### config.mk
export PLATFORM = sky130hd
export DESIGN_NAME = imm_decode_stage
export DESIGN_NICKNAME = d
export VERILOG_FILES = /design/src/rtl/imm_decode_stage.sv
export SDC_FILE = /design/constraint.sdc
export NUM_CORES = 1
export LEC_CHECK = 0
export BUFFER_PORTS_ARGS = -buffer_cell sky130_fd_sc_hd__buf_2
export CORE_UTILIZATION = 55
export DETAILED_ROUTE_END_ITERATION = 10
export PLACE_DENSITY_LB_ADDON = 0.1
export SYNTH_ARGS = -nofsm -noshare
export SYNTH_HDL_FRONTEND = slang
export SYNTH_SLANG_ARGS = --single-unit
### constraint.sdc
create_clock -name clk -period 1.7 [get_ports clk]
set_input_delay 0.34 -clock clk [delete_from_list [all_inputs] [get_ports clk]]
set_output_delay 0.34 -clock clk [all_outputs]
set_load 0.03 [all_outputs]
### src/rtl/imm_decode_stage.sv
// RV32 immediate decode stage: decodes on the input side into a 2-entry (main + skid) buffer.
// Define IMM_DECODE_CSR_EN to decode select 5 as a zero-extended CSR zimm; otherwise select 5 is reserved.
module imm_decode_stage #(
  parameter int unsigned N = 32
) (
  input  logic          clk,
  input  logic          rst,
  input  logic          flush,
  input  logic          in_valid,
  output logic          in_ready,
  input  logic [31:0]   in_instr,
  input  logic [2:0]    in_imm_sel,
  output logic          out_valid,
  input  logic          out_ready,
  output logic [N-1:0]  out_imm,
  output logic [31:0]   out_instr,
  output logic          out_err
);

  typedef enum logic [1:0] {S_EMPTY, S_ONE, S_FULL} state_t;

  typedef struct packed {
    logic [N-1:0] imm;
    logic [31:0]  instr;
    logic         err;
  } beat_t;

  state_t state_q, state_d;
  beat_t  main_q, main_d;
  beat_t  skid_q, skid_d;
  logic   out_valid_q;
  logic   in_ready_q;
  beat_t  dec;
  logic   in_fire;
  logic   out_fire;

  // Every format sign-extends from bit 31; zimm has bit 31 clear, so one extension covers all.
  function automatic beat_t decode(input logic [31:0] instr, input logic [2:0] sel);
    logic [31:0] imm32;
    logic        err;
    beat_t       b;
    imm32 = '0;
    err   = 1'b0;
    case (sel)
      3'd0: imm32 = {{20{instr[31]}}, instr[31:20]};
      3'd1: imm32 = {{20{instr[31]}}, instr[31:25], instr[11:7]};
      3'd2: imm32 = {{19{instr[31]}}, instr[31], instr[7], instr[30:25], instr[11:8], 1'b0};
      3'd3: imm32 = {instr[31:12], 12'b0};
      3'd4: imm32 = {{11{instr[31]}}, instr[31], instr[19:12], instr[20], instr[30:21], 1'b0};
`ifdef IMM_DECODE_CSR_EN
      3'd5: imm32 = {27'b0, instr[19:15]};
`endif
      default: begin
        imm32 = '0;
        err   = 1'b1;
      end
    endcase
    b.imm   = N'($signed(imm32));
    b.instr = instr;
    b.err   = err;
    return b;
  endfunction

  assign dec      = decode(in_instr, in_imm_sel);
  assign in_fire  = in_valid && in_ready_q;
  assign out_fire = out_valid_q && out_ready;

  always_comb begin
    state_d = state_q;
    main_d  = main_q;
    skid_d  = skid_q;
    case (state_q)
      S_EMPTY: begin
        if (in_fire) begin
          main_d  = dec;
          state_d = S_ONE;
        end
      end
      S_ONE: begin
        if (in_fire && !out_fire) begin
          skid_d  = dec;
          state_d = S_FULL;
        end else if (out_fire && !in_fire) begin
          state_d = S_EMPTY;
        end else if (in_fire && out_fire) begin
          main_d  = dec;
        end
      end
      S_FULL: begin
        if (out_fire) begin
          main_d  = skid_q;
          state_d = S_ONE;
        end
      end
      default: state_d = S_EMPTY;
    endcase
    if (flush) begin
      state_d = S_EMPTY;
    end
  end

  always_ff @(posedge clk) begin
    if (rst) begin
      state_q     <= S_EMPTY;
      main_q      <= '0;
      skid_q      <= '0;
      out_valid_q <= 1'b0;
      in_ready_q  <= 1'b1;
    end else begin
      state_q     <= state_d;
      main_q      <= main_d;
      skid_q      <= skid_d;
      out_valid_q <= (state_d != S_EMPTY);
      in_ready_q  <= (state_d != S_FULL);
    end
  end

  assign in_ready  = in_ready_q;
  assign out_valid = out_valid_q;
  assign out_imm   = main_q.imm;
  assign out_instr = main_q.instr;
  assign out_err   = main_q.err;

endmodule

==> flow_metrics.env <==
export IMPL_slew_headroom=0.760
export IMPL_synth_warning_count=0
export IMPL_die_area_um2=10700
export IMPL_synth_seq_cells=134
export IMPL_synth_top_area_frac=0.474
export IMPL_synthTopCellsByArea="dfxtp_1 (47%), nand2_1 (10%), nor2_1 (6.8%)"
export IMPL_cts_inserted_buffers=17
export IMPL_cap_violations=0
export IMPL_diodes=0
export IMPL_wl_per_cell_um=16.9
export IMPL_min_period_over_period=0.964
export IMPL_route_vias_total=5669
export IMPL_tritoncts="yes"
export IMPL_htreeDepth=4
export IMPL_reg2reg_from="in_ready"
export IMPL_drtIter0Drc=311
export IMPL_rsz0062_at_grt="true"
export IMPL_portBuffers=106
export IMPL_drive_above_1_share=0.233
export IMPL_crit_arrival_ns=2.04
export IMPL_worst_pin_slew_ns=0.358
export IMPL_netlist_instances=710
export IMPL_peakVddDrop_v=0.000626
export IMPL_setup_tns_ns=0
export IMPL_grt_pass1_wl_mm=24.5
export IMPL_setup_worst_path_end_class="register"
export IMPL_netlist_area_um2=5660
export IMPL_io_pins=107
export IMPL_p_leak_uw=0.00292
export IMPL_die_y_um=103
export IMPL_layout_nets=846
export IMPL_start_util=0.574
export IMPL_clockBufferDepth=2
export IMPL_grt_pass1_vias=5040
export IMPL_fmax_mhz=610
export IMPL_core_um2=9860
export IMPL_cp_max_fo=30
export IMPL_synthDistinctLibCells=41
export IMPL_syn2layout_area_growth_pct=27.0
export IMPL_die_w_um=103
export IMPL_hold_violations=0
export IMPL_final_cell_mix="nand2_1 (156), dfxtp_1 (132), buf_2 (105), nor2_1 (101), a21oi_1 (61)"
export IMPL_rows=36
export IMPL_synth_seq_area_share=0.474
export IMPL_antenna_found_initial=0
export IMPL_dp_hpwl_mm=10.0
export IMPL_min_delay_start="in_instr[2]"
export IMPL_grt_max_degree=75
export IMPL_cp_startpoint="in_ready"
export IMPL_setup_viol=0
export IMPL_critPathKind="register to register"
export IMPL_wirelength_mm=16.0
export IMPL_first_pass_iters=5
export IMPL_critical_path_required_ns=2.10
export IMPL_drc=0
export IMPL_path_clk_slew_ns=0.06
export IMPL_grt_overflow_total=0
export IMPL_whs_ns=0.0713
export IMPL_cts_sinks=134
export IMPL_syn_num_nets=750
export IMPL_power_density_nw_per_um2=1150
export IMPL_gp_congestion=0.855
export IMPL_fin_skew_ns=0.00807
export IMPL_status="completed"
export IMPL_drv_slew=0
export IMPL_vias_per_cell=5.95
export IMPL_layout_commonest_cell="nand2_1"
export IMPL_insertion_delay_ns=0.52
export IMPL_grtUsageTotal=0.302
export IMPL_min_path_type="primary input to register"
export IMPL_crit_path_start_kind="register"
export IMPL_root_buffer="clkbuf_8"
export IMPL_synth_area_leader_cell="dfxtp_1"
export IMPL_ant_nets=0
export IMPL_synth_avg_cell_area_um2=7.98
export IMPL_period_minus_slack_ns=1.64
power by group:
part / leakage, uW / switching, uW / total (uW) / internal [uW]
clock: 0.000288 / 1430 / 3720 / 2290
sequential: 0.00110 / 90.1 / 3400 / 3310
combinational: 0.00154 / 774 / 1180 / 405
final cells by class:
type	instances	area (um2)
sequential	134	2690
clock buffer	18	428
timing repair buffer	142	978
multi-input combinational	509	2750
inverter	2	7.51
fill	775	2670
clock inverter	14	175
tap	133	166
stage by stage:
stage	utilization	instances	worst slack, ns	total power [uW]	cell area, um2
floorplan	-	710	0.0162	4190	5670
global placement	0.659	917	0.0951	4570	6500
detailed placement	0.659	917	0.0229	4600	6500
CTS	0.720	949	0.0581	8290	7110
global route	0.729	952	-0.0275	8590	7190
finish	0.729	952	0.0614	8300	7190
cell usage after synthesis:
library cell / number
clkbuf_2: 1
nor2_1: 102
o221a_2: 1
a211o_1: 1
nand3b_1: 20
o2bb2ai_1: 4
o21ai_0: 2
a21oi_1: 61
nor3_1: 22
buf_6: 1
maj3_1: 1
buf_1: 5
nand4bb_1: 1
o21ai_1: 1
nor4bb_1: 2
a22oi_1: 6
or3_1: 1
a311oi_1: 33
buf_4: 2
buf_2: 22
xnor2_1: 1
nand2_1: 156
inv_1: 2
a221oi_1: 6
o31ai_1: 14
a211oi_1: 29
dfxtp_1: 134
nand3_1: 11
nand4_1: 1
and3b_1: 1
o211ai_1: 5
and2_1: 2
nand2b_1: 11
o41ai_1: 5
and2b_1: 1
o21a_1: 2
mux2i_1: 2
clkbuf_1: 34
a31oi_1: 1
a21bo_2: 2
o221ai_2: 1
path summary, 6_finish.rpt:
| check | slack, ns | cells past startpoint | endpoint |
|---|---|---|---|
| worst min register to register | 0.45 | 2 | out_imm[1] |
| worst min-delay path | 0.07 | 3 | skid_q[3] |
| worst max-delay path | 0.06 | 4 | out_imm[16] |
| worst max register to register | 0.06 | 4 | out_imm[16] |
flip-flops by register name, summed over array words and instances, names as in the netlist:
signal,count
out_valid,1
skid_q,65
out_imm,32
out_instr,32
in_ready,1
state_q,2
out_err,1
logic make-up after synthesis:
group                    synth area share
flip-flops                          0.474
XOR/XNOR                          0.00155
AO/OA/AOI/OAI                       0.216
adder cells (fa/ha/maj)           0.00177
AND/OR/NAND/NOR                     0.252
buffers and inverters              0.0521
multiplexers                      0.00353
layer usage:
metal | vias to the layer above | global-route usage | wire length (um)
li1 | 2683 | - | -
met3 | 36 | 0.0645 | 931
met5 | - | 0 | 0
met2 | 225 | 0.499 | 7780
met1 | 2725 | 0.377 | 6850
met4 | 0 | 0.141 | 481
what timing repair did:
action                     in CTS  in global routing
setup buffers                   0                  2
setup endpoints to repair       0                 24
resized for setup               0                 11
hold buffers                    0                  0
critical path, stage by stage, from the launching register on:
cell and delay [ns]:
dfxtp_4 0.37, nand4_1 0.22, o221a_2 0.38, buf_12 0.17
o41ai_1 0.37
Power figures use the tool's default switching activity.
